**config.mk**
```make
export PLATFORM = sky130hd
export DESIGN_NAME = mbus_lc_reg_responder_flat
export DESIGN_NICKNAME = d
export VERILOG_FILES = /design/src/rtl/mbus_lc_reg_responder_if.sv /design/src/rtl/mbus_lc_reg_responder.sv /design/src/flat_wrapper.sv
export SDC_FILE = /design/constraint.sdc
export NUM_CORES = 1
export LEC_CHECK = 0
export ABC_AREA = 1
export BUFFER_PORTS_ARGS = -buffer_cell sky130_fd_sc_hd__buf_2
export CAP_MARGIN = 0
export CORE_MARGIN = 2
export CORE_UTILIZATION = 30
export DETAILED_ROUTE_END_ITERATION = 10
export GPL_ROUTABILITY_DRIVEN = 1
export HOLD_SLACK_MARGIN = 0.12
export PLACE_DENSITY_LB_ADDON = 0.15
export SLEW_MARGIN = 20
export SYNTH_ARGS = -nofsm -noshare
export SYNTH_HDL_FRONTEND = slang
export SYNTH_SLANG_ARGS = --single-unit
```
**constraint.sdc**
```tcl
create_clock -name CLK -period 11.7 [get_ports CLK]
set_clock_uncertainty 0.2 [all_clocks]
set_input_delay 0.585 -clock CLK [delete_from_list [all_inputs] [get_ports CLK]]
set_output_delay 0.585 -clock CLK [all_outputs]
set_load 0.02 [all_outputs]
```
**src/rtl/mbus_lc_reg_responder_if.sv**
```systemverilog
// LC-side MBus handshake bundle shared by the register responder and its bus-side peer.
// master = bus/isolation side, slave = layer-controller responder.
`ifndef ADDR_WIDTH
`define ADDR_WIDTH 32
`endif
`ifndef DATA_WIDTH
`define DATA_WIDTH 32
`endif

interface mbus_lc_reg_responder_if;
  logic [`ADDR_WIDTH-1:0] RX_ADDR;
  logic [`DATA_WIDTH-1:0] RX_DATA;
  logic                   RX_REQ;
  logic                   RX_ACK;
  logic                   RX_BROADCAST;
  logic                   RX_FAIL;
  logic                   RX_PEND;
  logic [`ADDR_WIDTH-1:0] TX_ADDR;
  logic [`DATA_WIDTH-1:0] TX_DATA;
  logic                   TX_REQ;
  logic                   TX_PEND;
  logic                   TX_PRIORITY;
  logic                   TX_ACK;
  logic                   TX_SUCC;
  logic                   TX_FAIL;
  logic                   TX_RESP_ACK;

  modport master (
    output RX_ADDR, RX_DATA, RX_REQ, RX_BROADCAST, RX_FAIL, RX_PEND,
           TX_ACK, TX_SUCC, TX_FAIL,
    input  RX_ACK, TX_ADDR, TX_DATA, TX_REQ, TX_PEND, TX_PRIORITY, TX_RESP_ACK
  );

  modport slave (
    input  RX_ADDR, RX_DATA, RX_REQ, RX_BROADCAST, RX_FAIL, RX_PEND,
           TX_ACK, TX_SUCC, TX_FAIL,
    output RX_ACK, TX_ADDR, TX_DATA, TX_REQ, TX_PEND, TX_PRIORITY, TX_RESP_ACK
  );
endinterface

```
**src/rtl/mbus_lc_reg_responder.sv**
```systemverilog
// MBus LC register responder: RX writes update a 24-bit register file, RX reads send one reply word.
// Define MBUS_LC_TX_RETRY_EN to re-send a failed reply up to two more times.
`ifndef ADDR_WIDTH
`define ADDR_WIDTH 32
`endif
`ifndef DATA_WIDTH
`define DATA_WIDTH 32
`endif

module mbus_lc_reg_responder #(
  parameter int unsigned NUM_REGS = 8,
  parameter logic [3:0]  FUNC_WR  = 4'h2,
  parameter logic [3:0]  FUNC_RD  = 4'h3
) (
  input  logic                      CLK,
  input  logic                      RESET,
  mbus_lc_reg_responder_if.slave    bus,
  output logic [NUM_REGS*24-1:0]    REG_FILE
);
  localparam int unsigned IW = (NUM_REGS > 1) ? $clog2(NUM_REGS) : 1;
  localparam int unsigned AW = `ADDR_WIDTH;
  localparam int unsigned DW = `DATA_WIDTH;

  typedef enum logic [2:0] {
    S_IDLE, S_RX_HOLD, S_TX_REQ, S_TX_DROP, S_TX_WAIT, S_TX_RESP
  } state_e;

  state_e          state_q, state_d;
  logic            rx_ack_q, rx_ack_d;
  logic            tx_req_q, tx_req_d;
  logic            tx_resp_ack_q, tx_resp_ack_d;
  logic            burst_q, burst_d;
  logic            rd_pend_q, rd_pend_d;
  logic [IW-1:0]   wr_idx_q, wr_idx_d;
  logic [AW-1:0]   tx_addr_q, tx_addr_d;
  logic [DW-1:0]   tx_data_q, tx_data_d;
  logic [23:0]     regs_q [NUM_REGS];
  logic [23:0]     regs_d [NUM_REGS];
`ifdef MBUS_LC_TX_RETRY_EN
  logic [1:0]      retry_cnt_q, retry_cnt_d;
  logic            tx_fail_q, tx_fail_d;
`endif

  logic [7:0]      rx_idx;
  logic [3:0]      func;
  logic            rx_in_range;
  logic [IW-1:0]   wr_tgt;
  logic            wr_ok;
  logic [23:0]     rd_word;
  logic            unused_addr_bits;

  assign unused_addr_bits = ^bus.RX_ADDR[AW-1:4];

  always_comb begin
    rx_idx      = bus.RX_DATA[31:24];
    func        = bus.RX_ADDR[3:0];
    rx_in_range = 32'(rx_idx) < NUM_REGS;
    // Inside a burst the target follows the previous write and wraps, ignoring RX_DATA[31:24].
    wr_tgt      = burst_q ? wr_idx_q + 1'b1 : rx_idx[IW-1:0];
    wr_ok       = burst_q || rx_in_range;
    rd_word     = rx_in_range ? regs_q[rx_idx[IW-1:0]] : '0;
  end

  always_comb begin
    state_d       = state_q;
    rx_ack_d      = rx_ack_q;
    tx_req_d      = tx_req_q;
    tx_resp_ack_d = tx_resp_ack_q;
    burst_d       = burst_q;
    rd_pend_d     = rd_pend_q;
    wr_idx_d      = wr_idx_q;
    tx_addr_d     = tx_addr_q;
    tx_data_d     = tx_data_q;
    regs_d        = regs_q;
`ifdef MBUS_LC_TX_RETRY_EN
    retry_cnt_d   = retry_cnt_q;
    tx_fail_d     = tx_fail_q;
`endif

    if (bus.RX_FAIL) burst_d = 1'b0;

    case (state_q)
      S_IDLE: begin
        if (bus.RX_REQ) begin
          rx_ack_d  = 1'b1;
          state_d   = S_RX_HOLD;
          burst_d   = bus.RX_PEND && !bus.RX_FAIL;
          rd_pend_d = 1'b0;
          if (!bus.RX_BROADCAST) begin
            if (func == FUNC_WR) begin
              if (wr_ok) begin
                regs_d[wr_tgt] = bus.RX_DATA[23:0];
                wr_idx_d       = wr_tgt;
              end
            end else if (func == FUNC_RD && !bus.RX_FAIL) begin
              rd_pend_d = 1'b1;
              tx_addr_d = AW'(bus.RX_DATA[15:8]);
              tx_data_d = DW'({rx_idx, rd_word});
`ifdef MBUS_LC_TX_RETRY_EN
              retry_cnt_d = '0;
`endif
            end
          end
        end
      end
      S_RX_HOLD: begin
        if (bus.RX_FAIL) rd_pend_d = 1'b0;
        if (!bus.RX_REQ) begin
          rx_ack_d  = 1'b0;
          rd_pend_d = 1'b0;
          if (rd_pend_q && !bus.RX_FAIL) begin
            tx_req_d = 1'b1;
            state_d  = S_TX_REQ;
          end else begin
            state_d  = S_IDLE;
          end
        end
      end
      S_TX_REQ: begin
        if (bus.TX_ACK) begin
          tx_req_d = 1'b0;
          state_d  = S_TX_DROP;
        end
      end
      S_TX_DROP: begin
        if (!bus.TX_ACK) state_d = S_TX_WAIT;
      end
      S_TX_WAIT: begin
        if (bus.TX_SUCC || bus.TX_FAIL) begin
          tx_resp_ack_d = 1'b1;
          state_d       = S_TX_RESP;
`ifdef MBUS_LC_TX_RETRY_EN
          tx_fail_d     = bus.TX_FAIL;
`endif
        end
      end
      S_TX_RESP: begin
        if (!bus.TX_SUCC && !bus.TX_FAIL) begin
          tx_resp_ack_d = 1'b0;
          state_d       = S_IDLE;
`ifdef MBUS_LC_TX_RETRY_EN
          if (tx_fail_q && retry_cnt_q != 2'd2) begin
            retry_cnt_d = retry_cnt_q + 2'd1;
            tx_req_d    = 1'b1;
            state_d     = S_TX_REQ;
          end
`endif
        end
      end
      default: state_d = S_IDLE;
    endcase
  end

  always_ff @(posedge CLK or posedge RESET) begin
    if (RESET) begin
      state_q       <= S_IDLE;
      rx_ack_q      <= 1'b0;
      tx_req_q      <= 1'b0;
      tx_resp_ack_q <= 1'b0;
      burst_q       <= 1'b0;
      rd_pend_q     <= 1'b0;
      wr_idx_q      <= '0;
      tx_addr_q     <= '0;
      tx_data_q     <= '0;
      regs_q        <= '{default: '0};
`ifdef MBUS_LC_TX_RETRY_EN
      retry_cnt_q   <= '0;
      tx_fail_q     <= 1'b0;
`endif
    end else begin
      state_q       <= state_d;
      rx_ack_q      <= rx_ack_d;
      tx_req_q      <= tx_req_d;
      tx_resp_ack_q <= tx_resp_ack_d;
      burst_q       <= burst_d;
      rd_pend_q     <= rd_pend_d;
      wr_idx_q      <= wr_idx_d;
      tx_addr_q     <= tx_addr_d;
      tx_data_q     <= tx_data_d;
      regs_q        <= regs_d;
`ifdef MBUS_LC_TX_RETRY_EN
      retry_cnt_q   <= retry_cnt_d;
      tx_fail_q     <= tx_fail_d;
`endif
    end
  end

  always_comb begin
    REG_FILE = '0;
    for (int unsigned i = 0; i < NUM_REGS; i++) REG_FILE[i*24 +: 24] = regs_q[i];
  end

  assign bus.RX_ACK      = rx_ack_q;
  assign bus.TX_REQ      = tx_req_q;
  assign bus.TX_RESP_ACK = tx_resp_ack_q;
  assign bus.TX_ADDR     = tx_addr_q;
  assign bus.TX_DATA     = tx_data_q;
  assign bus.TX_PEND     = 1'b0;
  assign bus.TX_PRIORITY = 1'b0;
endmodule

```
**src/flat_wrapper.sv**
```systemverilog
// flat-port wrapper written by rule: the top's interface ports become plain ports
module mbus_lc_reg_responder_flat 
#(
  parameter int unsigned NUM_REGS = 8,
  parameter logic [3:0]  FUNC_WR  = 4'h2,
  parameter logic [3:0]  FUNC_RD  = 4'h3
)
  (CLK, RESET, REG_FILE, bus_RX_ADDR, bus_RX_DATA, bus_RX_REQ, bus_RX_BROADCAST, bus_RX_FAIL, bus_RX_PEND, bus_TX_ACK, bus_TX_SUCC, bus_TX_FAIL, bus_RX_ACK, bus_TX_ADDR, bus_TX_DATA, bus_TX_REQ, bus_TX_PEND, bus_TX_PRIORITY, bus_TX_RESP_ACK);
  mbus_lc_reg_responder_if bus_i ();
  input  logic CLK;
  input  logic RESET;
  output logic [NUM_REGS*24-1:0] REG_FILE;
  input wire logic [$bits(bus_i.RX_ADDR)-1:0] bus_RX_ADDR;
  input wire logic [$bits(bus_i.RX_DATA)-1:0] bus_RX_DATA;
  input wire logic [$bits(bus_i.RX_REQ)-1:0] bus_RX_REQ;
  input wire logic [$bits(bus_i.RX_BROADCAST)-1:0] bus_RX_BROADCAST;
  input wire logic [$bits(bus_i.RX_FAIL)-1:0] bus_RX_FAIL;
  input wire logic [$bits(bus_i.RX_PEND)-1:0] bus_RX_PEND;
  input wire logic [$bits(bus_i.TX_ACK)-1:0] bus_TX_ACK;
  input wire logic [$bits(bus_i.TX_SUCC)-1:0] bus_TX_SUCC;
  input wire logic [$bits(bus_i.TX_FAIL)-1:0] bus_TX_FAIL;
  output wire logic [$bits(bus_i.RX_ACK)-1:0] bus_RX_ACK;
  output wire logic [$bits(bus_i.TX_ADDR)-1:0] bus_TX_ADDR;
  output wire logic [$bits(bus_i.TX_DATA)-1:0] bus_TX_DATA;
  output wire logic [$bits(bus_i.TX_REQ)-1:0] bus_TX_REQ;
  output wire logic [$bits(bus_i.TX_PEND)-1:0] bus_TX_PEND;
  output wire logic [$bits(bus_i.TX_PRIORITY)-1:0] bus_TX_PRIORITY;
  output wire logic [$bits(bus_i.TX_RESP_ACK)-1:0] bus_TX_RESP_ACK;
  assign bus_i.RX_ADDR = bus_RX_ADDR;
  assign bus_i.RX_DATA = bus_RX_DATA;
  assign bus_i.RX_REQ = bus_RX_REQ;
  assign bus_i.RX_BROADCAST = bus_RX_BROADCAST;
  assign bus_i.RX_FAIL = bus_RX_FAIL;
  assign bus_i.RX_PEND = bus_RX_PEND;
  assign bus_i.TX_ACK = bus_TX_ACK;
  assign bus_i.TX_SUCC = bus_TX_SUCC;
  assign bus_i.TX_FAIL = bus_TX_FAIL;
  assign bus_RX_ACK = bus_i.RX_ACK;
  assign bus_TX_ADDR = bus_i.TX_ADDR;
  assign bus_TX_DATA = bus_i.TX_DATA;
  assign bus_TX_REQ = bus_i.TX_REQ;
  assign bus_TX_PEND = bus_i.TX_PEND;
  assign bus_TX_PRIORITY = bus_i.TX_PRIORITY;
  assign bus_TX_RESP_ACK = bus_i.TX_RESP_ACK;
  mbus_lc_reg_responder #(.NUM_REGS(NUM_REGS), .FUNC_WR(FUNC_WR), .FUNC_RD(FUNC_RD)) u_core (.CLK(CLK), .RESET(RESET), .bus(bus_i), .REG_FILE(REG_FILE));
endmodule
```
Word level (Yosys, flattened, before mapping)
Cells that the tools add are included.
Storage, ports and cells
  bits in registers: 243
  bits in latches: 0
  RAM bits: 0
  memory bits (read-only): 0
  word-level logic and storage cells: 98
  memories: 0
Cells by class
  add/subtract/negate cells: 1
  multiply operators: 0
  div/mod/pow operators: 0
  magnitude comparators: 4
  equal/unequal tests: 15
  shift-type cells: 0
  muxes and demuxes: 36
  bitwise gates (word level): 4
  reduce and logical (&&, ||, !) cells: 21
Operators by type and width (number)
  192-bit bitwise mux: 1
  24-bit two-way mux: 4
  24-bit binary-select mux with 3-bit select: 1
  24-bit demux with 3-bit select: 1
  3-bit two-way mux: 7
  3-bit case mux with 6 select lines: 1
  1-bit two-way mux: 16
  5-bit AND reduction: 2
  3-bit AND reduction: 3
  4-bit by 2-bit == test with 1-bit output (second input constant): 2
  4-bit greater-or-equal comparator (second input constant): 2
  8-bit by 4-bit < comparator with 1-bit output (second input constant): 1
  2-bit inequality test (second input constant): 4
  3-bit NOT with 4-bit output: 2
  1-bit case mux with 2 select lines: 4
  3-bit by 2-bit == test with 1-bit output (second input constant): 2
  3-bit == test (second input constant): 2
  2-bit by 1-bit inequality test with 1-bit output (second input constant): 3
  6-bit AND reduction: 1
  2-bit nonzero test: 3
  1-bit logical AND: 5
  4-bit by 1-bit < comparator with 1-bit output (second input constant): 1
  4-bit AND reduction: 1
  3-bit by 1-bit adder with 3-bit output (second input constant): 1
  other kinds (7): 11

Depth between registers and ports, before layout
  word-level depth: 8
  gate-level depth with buffers: 11
  depth with buffers taken out: 9

Worst setup path before layout
OpenSTA, ideal clock, no wires.
  path kind: input -> register
  start: in bus_RX_DATA[26]
  end: reg u_core.regs_q (netlist bit u_core.REG_FILE[100])
  setup time: 0.117 ns
  arrival: 1.742 ns
  data required time: 11.383 ns
  path slack: 9.641 ns
  stages on the path: 9
  buffers on the path: 2
  path through: buf_2 > inv_2 > nand2_1 > nand3_1 > nor2_1 > nand2_1 > clkbuf_1 > nand2_1 > nand2_1
Between the ends
  longest elaborated chain between the ends: 7
RTL lines
  from (decl): line flat_wrapper.sv:14  | input wire logic [$bits(bus_i.RX_DATA)-1:0] bus_RX_DATA;
  3-bit two-way mux: line mbus_lc_reg_responder.sv:59  | wr_tgt = burst_q ? wr_idx_q + 1'b1 : rx_idx[IW-1:0];
  3-bit NOT with 4-bit output (not written as such): line mbus_lc_reg_responder.sv:92  | regs_d[wr_tgt] = bus.RX_DATA[23:0];
  4-bit greater-or-equal comparator (not written as such) or 4-bit by 1-bit < comparator with 1-bit output (tied branches): line mbus_lc_reg_responder.sv:92
  1-bit logical AND (not written as such): line mbus_lc_reg_responder.sv:92
  24-bit two-way mux (not written as such): line mbus_lc_reg_responder.sv:92
  24-bit demux with 3-bit select: line mbus_lc_reg_responder.sv:92
  192-bit bitwise mux: line mbus_lc_reg_responder.sv:92
  to (signal assigned): line mbus_lc_reg_responder.sv:180  | regs_q <= regs_d;
  to (decl): line mbus_lc_reg_responder.sv:37  | logic [23:0] regs_q [NUM_REGS];
Several ways; a longest one is shown, not always the timed one.
A chain may end at the register's enable or synchronous reset.

Worst setup path in the final report
  start: in bus_RX_DATA[28]
  end: reg u_core.regs_q (netlist bit u_core.REG_FILE[43])
Between the ends
  longest elaborated chain between the ends: 3
RTL lines
  8-bit by 4-bit < comparator with 1-bit output: line mbus_lc_reg_responder.sv:57  | rx_in_range = 32'(rx_idx) < NUM_REGS;
  1-bit logical OR: line mbus_lc_reg_responder.sv:60  | wr_ok = burst_q || rx_in_range;
  5-bit AND reduction (no line)
No other way between the ends.

==> metrics <==
CTS Root Cell=clkbuf_16; Core ar.=between 30000 and 40000 sq um; WHS Path Cells=3; vias=11200; Yosys top cell by area=dfrtp_1; Post-Synth XOR/XNOR Area=0; final hold vios=0; Max Fclk=234 MHz; Reg clk slew, reported paths=0.06 ns; design area=between 10000 and 15000 sq um; clock latency on the worst-skew pair=0.59 ns; DRT Wirelength=~47000 microns; pin count of the biggest net entering global routing=121; placed cell areas=13300 sq um; final worst path period share=0.365; I/O Pins=around 330; Synth warnings=0; post-synthesis mux area share=0; DRC Markers=0; Clk pwr share=0.458; TritonRoute pass-1 iters=5; slew of the pin with the lowest slew margin=1.10 ns; # fillers=4129; Seq/Total Area, Yosys=0.518; flops & latches, synth=243; status=complete, no violations; compound-cell area share of the yosys netlist=0.0556; Critical Path Source Type=input pin; Sink Count=243; drt first-iter violations=between 700 and 800; port bufs=~280; Post-Synth Simple-Gate Area=0.352; Area contributors post-synth=dfrtp_1 (52%), nand2_1 (16%), nand3_1 (12%); initial antenna violation count=2; RePlAce Congestion=0.803; Die Y=202 microns; R2R cell count=9; Post-Syn Instances=1549; critical path class=input pin to flop; Worst slew margin=0.266; PwrDens=approximately 150 nW/um^2; H-tree depth=1; ys async rst share=1.00; post-DP HPWL=approximately 31000 microns; crit path DAT=approximately 4.5 ns; post-synth top area share=0.518; maximum VDD drop=~0.11 mV; chip width=~200 microns; Setup WS pre-CTS=7.32 ns; vias in the first global route=11100; grt ovf=0; drt wl/cell=a little over 20 microns; synth unique cells=26; final setup margin=7.43 ns; Synth Area in Adders=0.00107; Setup-failing EPs final=0; ys flop type=dfrtp_1; layout cells sized above 1=0.212; static leakage=0.00840 uW; Worst EP required=approximately 12 ns; Int Pwr=1520 uW; area growth from synthesis to layout=23.8%; ant diodes=0; first-pass GRT wire length=72200 microns; Initial Utilization=0.304; max_cap viols=0; largest family of logic cells by synthesized area=simple AND/OR/NAND/NOR gates; switching fraction of total power=0.288; die area=40700 sq um; HP Class=input pin to flop; Via density=4.84; Reg power frac=0.413; RSZ-0062 raised after global routing=false; Synth Cell Area=~12000 sq um; total CTS buffers=31; Rows=72; number of synthesized flops with an enable pin=0; Final Max Tran Viols=0; nets@finish=around 1800; CP Capture Type=flop; CTS max path bufs=3; GRT Total Usage=0.232; ANT nets after route=0; TNS Setup=0 ns; Max FO, Critical Path=95; P_sw=614 uW; CTS tree=done; Syn Area/Cell=7.57 sq um; combinational power share=0.129; fin crit period=4.27 ns
timing repair:
item,4_1_cts,5_1_grt
gates resized for setup,0,0
hold buffers,12,0
endpoints found under the hold margin,128,0
buffers inserted,0,0
state kept, by name, indices dropped and copies added (netlist names):
name	cells
u_core.REG_FILE	192
u_core.burst_q	1
u_core.bus.RX_ACK	1
u_core.bus.TX_ADDR	8
u_core.bus.TX_DATA	32
u_core.bus.TX_REQ	1
u_core.bus.TX_RESP_ACK	1
u_core.rd_pend_q	1
u_core.state_q	3
u_core.wr_idx_q	3
path summary, 6_finish.rpt:
path | start | to | slack [ns]
max | bus_RX_DATA[28] | u_core.REG_FILE[43] | 7.43
min reg2reg | u_core.bus.TX_DATA[19] | u_core.bus.TX_DATA[19] | 0.27
min in group asynchronous | RESET | u_core.bus.RX_ACK | 0.57
max reg2reg | u_core.state_q[0] | u_core.REG_FILE[43] | 7.48
min | bus_TX_FAIL | u_core.bus.TX_RESP_ACK | 0.15
max in group asynchronous | RESET | u_core.REG_FILE[170] | 9.17
worst max-delay path, stage by stage:
cell	delay, ns
dlygate4sd3_1	0.53
buf_2	0.14
nor2_1	0.10
nand3_1	0.21
nand2_1	0.11
inv_1	0.08
nor2_4	0.49
buf_4	0.95
nand2_1	0.97
nand2_1	0.25
nand2_1	0.06
power by group through the flow:
stage	combinational [uW]	clock (uW)	sequential, uW
floorplan	162	0	914
global placement	271	0	898
detailed placement	272	0	898
CTS	278	1000	883
global route	305	1030	886
finish	276	977	883
per-stage QoR:
stage               hold WS [ns]  cells   util  total power, uW
floorplan                  0.242   1574      -             1080
global placement           0.260   2244  0.345             1170
detailed placement         0.262   2244  0.345             1170
CTS                        0.122   2314  0.376             2160
global route               0.143   2314  0.376             2220
finish                     0.152   2314  0.376             2140
cells in the mapped netlist, types with 2 or more instances:
| cell | instances |
|---|---|
| nand2_1 | 492 |
| nand3_1 | 286 |
| buf_1 | 4 |
| o21ai_0 | 122 |
| clkbuf_1 | 70 |
| clkbuf_2 | 11 |
| nor2_2 | 3 |
| nor2_4 | 2 |
| inv_2 | 6 |
| nor2_1 | 205 |
| dfrtp_1 | 243 |
| buf_2 | 38 |
| inv_1 | 28 |
| buf_4 | 27 |
cells by family after synthesis:
| group | after synthesis |
|---|---|
| flip-flops | 243 |
| AO/OA/AOI/OAI | 127 |
| adder cells (fa/ha/maj) | 1 |
| other | 1 |
| AND/OR/NAND/NOR | 993 |
| buffers and inverters | 184 |
layout make-up:
class | instances | area [sq um] | area share
flip-flops and latches | 243 | 6080 | 0.419
well taps | 518 | 648 | 0.0446
multi-input cells | 1147 | 4910 | 0.338
inverters | 34 | 135 | 0.00930
clock inverters | 11 | 87.6 | 0.00603
repair buffers | 314 | 1690 | 0.116
clock buffers | 47 | 966 | 0.0665
cells in the final DEF (no fill, tap or decap), drive strengths merged, types with 2 or more instances in the layout:
| cell type | synthesis | layout |
|---|---|---|
| nor2 | 210 | 210 |
| buf | 69 | 302 |
| conb | 1 | 26 |
| nand2 | 492 | 492 |
| dlygate4sd3 | 0 | 12 |
| dfrtp | 243 | 243 |
| nor3 | 2 | 2 |
| nand3 | 287 | 287 |
| clkinv | 0 | 8 |
| inv | 34 | 36 |
| o21ai | 124 | 124 |
| clkbuf | 81 | 47 |
per-layer routing:
layer | global-route usage | up-vias | wire length [microns]
met5 | 0.00476 | - | 24
met4 | 0.0572 | 4 | 960
met3 | 0.0570 | 57 | 3600
met2 | 0.368 | 405 | 21700
met1 | 0.319 | 5369 | 21200
li1 | - | 5375 | -
Power figures use the tool's default switching activity.
